<file path="config.mk">
export PLATFORM = sky130hd
export DESIGN_NAME = fifo_axis_tx
export DESIGN_NICKNAME = d
export VERILOG_FILES = /design/src/rtl/fifo_axis_pkg.sv /design/src/rtl/word_serializer.sv /design/src/rtl/fifo_axis_tx.sv
export SDC_FILE = /design/constraint.sdc
export NUM_CORES = 1
export LEC_CHECK = 0
export ABC_CLOCK_PERIOD_IN_PS = 2900
export CORE_MARGIN = 5
export CORE_UTILIZATION = 47
export CTS_BUF_LIST = sky130_fd_sc_hd__clkbuf_8
export CTS_CLUSTER_SIZE = 8
export DETAILED_ROUTE_END_ITERATION = 8
export PLACE_DENSITY = 0.79
export RECOVER_POWER = 25
export SLEW_MARGIN = 0
export SYNTH_ARGS = -nofsm -noshare
export SYNTH_HDL_FRONTEND = slang
export SYNTH_SLANG_ARGS = --single-unit
</file>
<file path="constraint.sdc">
create_clock -name clk -period 2.9 [get_ports clk]
set_input_delay 0.435 -clock clk [delete_from_list [all_inputs] [get_ports clk]]
set_output_delay 0.435 -clock clk [all_outputs]
set_load 0.005 [all_outputs]
</file>
<file path="src/rtl/fifo_axis_pkg.sv">
// Shared types and constants for the FIFO-to-AXI4-Stream drain engine.
package fifo_axis_pkg;

  localparam int DEF_DATA_WIDTH = 128;
  localparam int DEF_AXIS_WIDTH = 32;
  localparam int BEATS          = DEF_DATA_WIDTH / DEF_AXIS_WIDTH;

  typedef logic [DEF_AXIS_WIDTH-1:0] beat_t;
  typedef logic [DEF_DATA_WIDTH-1:0] word_t;

  typedef enum logic [0:0] {
    PKT_IDLE = 1'b0,
    PKT_OPEN = 1'b1
  } pkt_state_t;

  // Counter width able to hold 0..n-1, never narrower than one bit.
  function automatic int cnt_w(input int n);
    return (n > 1) ? $clog2(n) : 1;
  endfunction

endpackage

</file>
<file path="src/rtl/word_serializer.sv">
// Holds one FIFO word and emits it as MSB-first stream beats.
module word_serializer #(
  parameter int DATA_WIDTH = fifo_axis_pkg::DEF_DATA_WIDTH,
  parameter int AXIS_WIDTH = fifo_axis_pkg::DEF_AXIS_WIDTH
) (
  input  logic                  clk,
  input  logic                  reset,
  input  logic                  load,
  input  logic [DATA_WIDTH-1:0] load_data,
  output logic                  free,
  output logic [AXIS_WIDTH-1:0] tdata,
  output logic                  tvalid,
  input  logic                  tready,
  output logic                  last_beat,
  output logic                  last_beat_fire,
  output logic                  hold_valid
);
  import fifo_axis_pkg::*;

  localparam int NUM_BEATS = DATA_WIDTH / AXIS_WIDTH;
  localparam int BCW       = cnt_w(NUM_BEATS);
  localparam logic [BCW-1:0] LAST_BEAT = BCW'(NUM_BEATS - 1);

  logic [NUM_BEATS-1:0][AXIS_WIDTH-1:0] hold_q_r;
  logic                                 hold_valid_r;
  logic [BCW-1:0]                       beat_cnt_r;

  logic           fire_s;
  logic           last_beat_s;
  logic           last_fire_s;
  logic [BCW-1:0] beat_idx_s;

  // Handshake decode and MSB-first beat selection.
  always_comb begin
    fire_s      = hold_valid_r & tready;
    last_beat_s = (beat_cnt_r == LAST_BEAT);
    last_fire_s = fire_s & last_beat_s;
    beat_idx_s  = LAST_BEAT - beat_cnt_r;
  end

  // Holding register, its valid flag and the beat position.
  always_ff @(posedge clk or negedge reset) begin
    if (!reset) begin
      hold_q_r     <= '0;
      hold_valid_r <= 1'b0;
      beat_cnt_r   <= '0;
    end else begin
      if (load) begin
        hold_q_r     <= load_data;
        hold_valid_r <= 1'b1;
      end else if (last_fire_s) begin
        hold_valid_r <= 1'b0;
      end
      // Position only moves on a handshake, which keeps tdata stable under stall.
      if (fire_s) begin
        beat_cnt_r <= last_beat_s ? '0 : beat_cnt_r + BCW'(1);
      end
    end
  end

  assign tdata          = hold_q_r[beat_idx_s];
  assign tvalid         = hold_valid_r;
  assign hold_valid     = hold_valid_r;
  assign last_beat      = hold_valid_r & last_beat_s;
  assign last_beat_fire = last_fire_s;
  assign free           = ~hold_valid_r | last_fire_s;

endmodule

</file>
<file path="src/rtl/fifo_axis_tx.sv">
// FIFO read-side drain: pops 128-bit words and streams them as AXIS beats in packets.
module fifo_axis_tx #(
  parameter int DATA_WIDTH = fifo_axis_pkg::DEF_DATA_WIDTH,
  parameter int AXIS_WIDTH = fifo_axis_pkg::DEF_AXIS_WIDTH,
  parameter int CNT_WIDTH  = 16
) (
  input  logic                  clk,
  input  logic                  reset,
  input  logic [DATA_WIDTH-1:0] fifo_rdata,
  input  logic                  fifo_empty,
  input  logic                  fifo_ready,
  output logic                  fifo_read_e,
  input  logic [CNT_WIDTH-1:0]  pkt_blocks,
  output logic [AXIS_WIDTH-1:0] m_axis_tdata,
  output logic                  m_axis_tvalid,
  input  logic                  m_axis_tready,
  output logic                  m_axis_tlast,
  output logic                  busy
);
  import fifo_axis_pkg::*;

  pkt_state_t           state_r, state_n_s;
  logic [CNT_WIDTH-1:0] pkt_len_r, pkt_len_n_s;
  logic [CNT_WIDTH-1:0] blk_cnt_r, blk_cnt_n_s;

  logic                  free_s;
  logic                  pop_s;
  logic                  tvalid_s;
  logic [AXIS_WIDTH-1:0] tdata_s;
  logic                  last_beat_s;
  logic                  last_fire_s;
  logic                  hold_valid_s;
  logic                  tlast_s;
  logic                  tlast_fire_s;
  logic [CNT_WIDTH-1:0]  pkt_len_s;

  word_serializer #(
    .DATA_WIDTH(DATA_WIDTH),
    .AXIS_WIDTH(AXIS_WIDTH)
  ) u_ser (
    .clk            (clk),
    .reset          (reset),
    .load           (pop_s),
    .load_data      (fifo_rdata),
    .free           (free_s),
    .tdata          (tdata_s),
    .tvalid         (tvalid_s),
    .tready         (m_axis_tready),
    .last_beat      (last_beat_s),
    .last_beat_fire (last_fire_s),
    .hold_valid     (hold_valid_s)
  );

  // Pop decision and packet-boundary decode; reset gating keeps the strobe quiet in reset.
  always_comb begin
    pop_s        = reset & ~fifo_empty & fifo_ready & free_s;
    pkt_len_s    = (pkt_blocks == '0) ? CNT_WIDTH'(1) : pkt_blocks;
    tlast_s      = last_beat_s & (state_r == PKT_OPEN) &
                   (blk_cnt_r == pkt_len_r - CNT_WIDTH'(1));
    tlast_fire_s = tlast_s & m_axis_tready;
  end

  // Packet FSM next state: open on the first pop, close on the tlast handshake.
  always_comb begin
    state_n_s   = state_r;
    pkt_len_n_s = pkt_len_r;
    blk_cnt_n_s = blk_cnt_r;
    case (state_r)
      PKT_IDLE: begin
        if (pop_s) begin
          state_n_s   = PKT_OPEN;
          pkt_len_n_s = pkt_len_s;
          blk_cnt_n_s = '0;
        end else begin
          state_n_s = PKT_IDLE;
        end
      end
      PKT_OPEN: begin
        if (tlast_fire_s) begin
          blk_cnt_n_s = '0;
          // A pop on the closing handshake starts the next packet immediately.
          if (pop_s) begin
            state_n_s   = PKT_OPEN;
            pkt_len_n_s = pkt_len_s;
          end else begin
            state_n_s = PKT_IDLE;
          end
        end else if (last_fire_s) begin
          blk_cnt_n_s = blk_cnt_r + CNT_WIDTH'(1);
        end else begin
          blk_cnt_n_s = blk_cnt_r;
        end
      end
      default: begin
        state_n_s   = PKT_IDLE;
        pkt_len_n_s = CNT_WIDTH'(1);
        blk_cnt_n_s = '0;
      end
    endcase
  end

  // Packet FSM state, latched length and block counter.
  always_ff @(posedge clk or negedge reset) begin
    if (!reset) begin
      state_r   <= PKT_IDLE;
      pkt_len_r <= CNT_WIDTH'(1);
      blk_cnt_r <= '0;
    end else begin
      state_r   <= state_n_s;
      pkt_len_r <= pkt_len_n_s;
      blk_cnt_r <= blk_cnt_n_s;
    end
  end

  assign fifo_read_e   = pop_s;
  assign m_axis_tdata  = tdata_s;
  assign m_axis_tvalid = tvalid_s;
  assign m_axis_tlast  = tlast_s;
  assign busy          = hold_valid_s | (state_r == PKT_OPEN);

endmodule

</file>
==> impl_metrics.py <==
metrics = {
    "run_status": {
        "status": "complete, but fails checks",
        "violations": "max-capacitance violations, max-slew violations, negative setup slack",
    },
    "floorplanning": {
        "chipWidth_um": 138,
        "coreArea_mm2": 0.0160,
        "num_rows": 46,
        "ios": 185,
        "start_util_pct": 48.3,
        "die_h_um": 138,
        "die-area_mm2": 0.0191,
    },
    "sta": {
        "clock-skew-final_ns": 0.0207,
        "relSlewSlack_pct": -48.2,
        "max_freq_mhz": 344,
        "tightest_slew_ns": 2.22,
        "min_period_ns": 2.91,
        "hold_slack_ns": 0.331,
        "fin_crit_sh_pct": 100,
        "finalSetupTns_ns": -0.0267,
        "grt_setup_unrepaired": "true",
        "setup_viol": 8,
        "drv_slew": 165,
        "fin_ws_ns": -0.00665,
        "hold_viol_final": 0,
    },
    "finish": {
        "utilization_pct": 64.6,
        "nets": 1144,
        "multi_input_area_mm2": 0.00349,
        "drive_gt1_share_pct": 12.5,
        "final_common_cell": "nand2_1",
        "final_cell_mix": "nand2_1 (410), clkdlybuf4s50_1 (182), dfrtp_1 (162), mux4_2 (32), nor2_1 (25)",
        "nFillCells": 1334,
        "area_growth_pct": 33.8,
        "fin_area_mm2": 0.0103,
        "final-seq-area_mm2": 0.00411,
    },
    "synth": {
        "ys_seq_area_share_pct": 53.1,
        "synth-seq-cells": 164,
        "ys_types": 47,
        "netlist_instances": 806,
        "synth_area_mm2": 0.00773,
        "ys.flop_type": "dfrtp_1",
        "synth_edf_count": 0,
        "async_flop_share_pct": 100,
        "synth_warnings": 0,
        "syn_nets": 958,
        "syn_area_per_cell_um2": 9.59,
    },
    "worst_setup_path": {
        "critical_path_class": "register to register",
        "crit_fanout": 6,
        "critPathArrivalTime_ns": 3.25,
        "required_ns": 3.25,
        "startpoint_type": "register",
        "end_kind": "register",
    },
    "place": {
        "dp_hpwl_mm": 13.9,
        "io_buffers": 184,
        "finalWeightedCongestion": 0.882,
        "dpl_cell_area_mm2": 0.00986,
    },
    "job": {
        "max-cap-violations": 1,
    },
    "routing": {
        "drt_iter0_drc": 308,
        "ant_nets": 0,
        "firstDrtPassIters": 4,
        "drt-total-wl_mm": 20.0,
        "avgRoutedWirePerCell_um": 16.3,
        "via_count": 6170,
        "drc": 0,
        "via_per_inst": 5.05,
    },
    "global_routing": {
        "gr-total-overflow": 0,
        "grt_pass1_vias": 6557,
        "grt_max_degree": 165,
        "antenna_found_initial": 1,
        "grt_first_pass_wirelength_mm": 33.1,
        "grt_use_total_pct": 21.3,
    },
    "power": {
        "clkPwrFrac_pct": 17.0,
        "sequentialPowerShare_pct": 40.4,
        "switchingPower_uw": 3350,
        "vdd_drop_max_mv": 0.468,
        "power.share.switching_pct": 34.7,
        "combPwrFrac_pct": 42.6,
        "power_density_mw_per_mm2": 934,
        "intPower_uw": 6310,
        "leakagePower_uw": 0.00496,
        "power_uw": 9660,
    },
    "cts": {
        "htreeDepth": 4,
        "cts_buffers": 17,
        "cts_sinks": 164,
        "cts_hold_buf": 0,
        "cts_tree": "done",
        "cts_buffer_depth": 2,
        "root_buffer": "clkbuf_8",
        "clk_pin_slew_ns": 0.09,
        "clk-insertion-delay-late_ns": 0.47,
    },
    "min_path": {
        "hold_class": "primary input to register",
    },
}
per-layer routing:
layer	routed length, µm	vias to the layer above	track usage (%)
met5	20	-	0
met4	183	2	4.37
met3	1320	17	7.66
met2	9810	153	35.3
met1	8630	2995	27.3
li1	-	3003	-
Yosys cell counts, types with 8 or more instances:
cell | instances | area share (%)
mux2_2 | 8 | 1.2
clkbuf_1 | 36 | 1.7
nand2_1 | 410 | 20
mux4_2 | 32 | 9.3
nand4_1 | 9 | 0.73
nor3_1 | 11 | 0.71
mux2_4 | 9 | 1.7
dfrtp_1 | 163 | 53
nor2_1 | 25 | 1.2
xor2_1 | 17 | 1.9
xnor2_1 | 15 | 1.7
and3_1 | 10 | 0.81
final cells by class:
class	count	share of cell area, %
Timing Repair Buffer	209	19.8
Clock inverter	14	1.55
Antenna cell	1	0.0242
Clock buffer	18	2.40
Multi-Input combinational cell	596	33.8
Tap cell	216	2.61
Sequential cell	164	39.7
Inverter	4	0.169
state kept, by name (all words and copies together), names as in the netlist:
register / count
u_ser.hold_q_r: 128
blk_cnt_r: 16
pkt_len_r: 16
u_ser.beat_cnt_r: 2
state_r: 1
u_ser.hold_valid: 1
power groups by stage:
| stage | Sequential [µW] | Combinational (µW) | Clock, µW |
|---|---|---|---|
| 6_report | 3910 | 4110 | 1640 |
| 5_1_grt | 4020 | 4540 | 1790 |
| 4_1_cts | 3890 | 4150 | 1690 |
| 3_5_place_dp | 3920 | 4080 | 0 |
| 3_3_place_gp | 3870 | 4000 | 0 |
| 2_1_floorplan | 3720 | 2360 | 0 |
critical path: stages, from the launching register on:
cell     delay [ns]
dfstp_2        0.54
inv_1          0.06
ha_2           0.19
nor2b_2        0.17
and3_4         0.19
mux2i_1        0.14
o31ai_1        0.09
a221o_1        0.35
buf_4          0.16
or4_1          0.58
o21ai_2        0.11
buf_4          0.17
nor2_1         0.05
kinds of logic after synthesis:
group | share of synthesized area, %
AO/OA/AOI/OAI | 2.02
XOR/XNOR | 3.63
AND/OR/NAND/NOR | 25.8
adder cells (fa/ha/maj) | 0.486
buffers and inverters | 2.35
multiplexers | 12.6
flip-flops | 53.1
path summary, 6_finish.rpt:
kind | cells after the start | from | slack (ns) | to
worst min-delay path | 3 | reset | 0.33 | u_ser.hold_valid$_DFFE_PN0P_
min in group asynchronous | 2 | reset | 0.75 | u_ser.hold_q_r[88]$_DFFE_PN0P_
max in group asynchronous | 2 | reset | 0.54 | u_ser.beat_cnt_r[0]$_DFFE_PN0P_
worst min register to register | 2 | u_ser.hold_q_r[44]$_DFFE_PN0P_ | 0.48 | u_ser.hold_q_r[44]$_DFFE_PN0P_
worst max register to register | 12 | pkt_len_r[0]$_DFFE_PN1P_ | -0.007 | blk_cnt_r[2]$_DFFE_PN0P_
worst max-delay path | 12 | pkt_len_r[0]$_DFFE_PN1P_ | -0.007 | blk_cnt_r[2]$_DFFE_PN0P_
through the flow:
stage | setup WS, ns | std cells
floorplan | 0.0923 | 806
global placement | 0.0620 | 1184
global route | -0.117 | 1221
CTS | 0.0128 | 1218
finish | -0.00665 | 1222
detailed placement | -0.0388 | 1184
timing repair:
action                                  4_1_cts  5_1_grt
pin swaps                                     2        2
resized for setup                            15        3
endpoints found under the setup margin       16       29
cloned                                        1        0
setup buffers                                 1        3
Note: power is estimated with default switching activity, not from simulation.
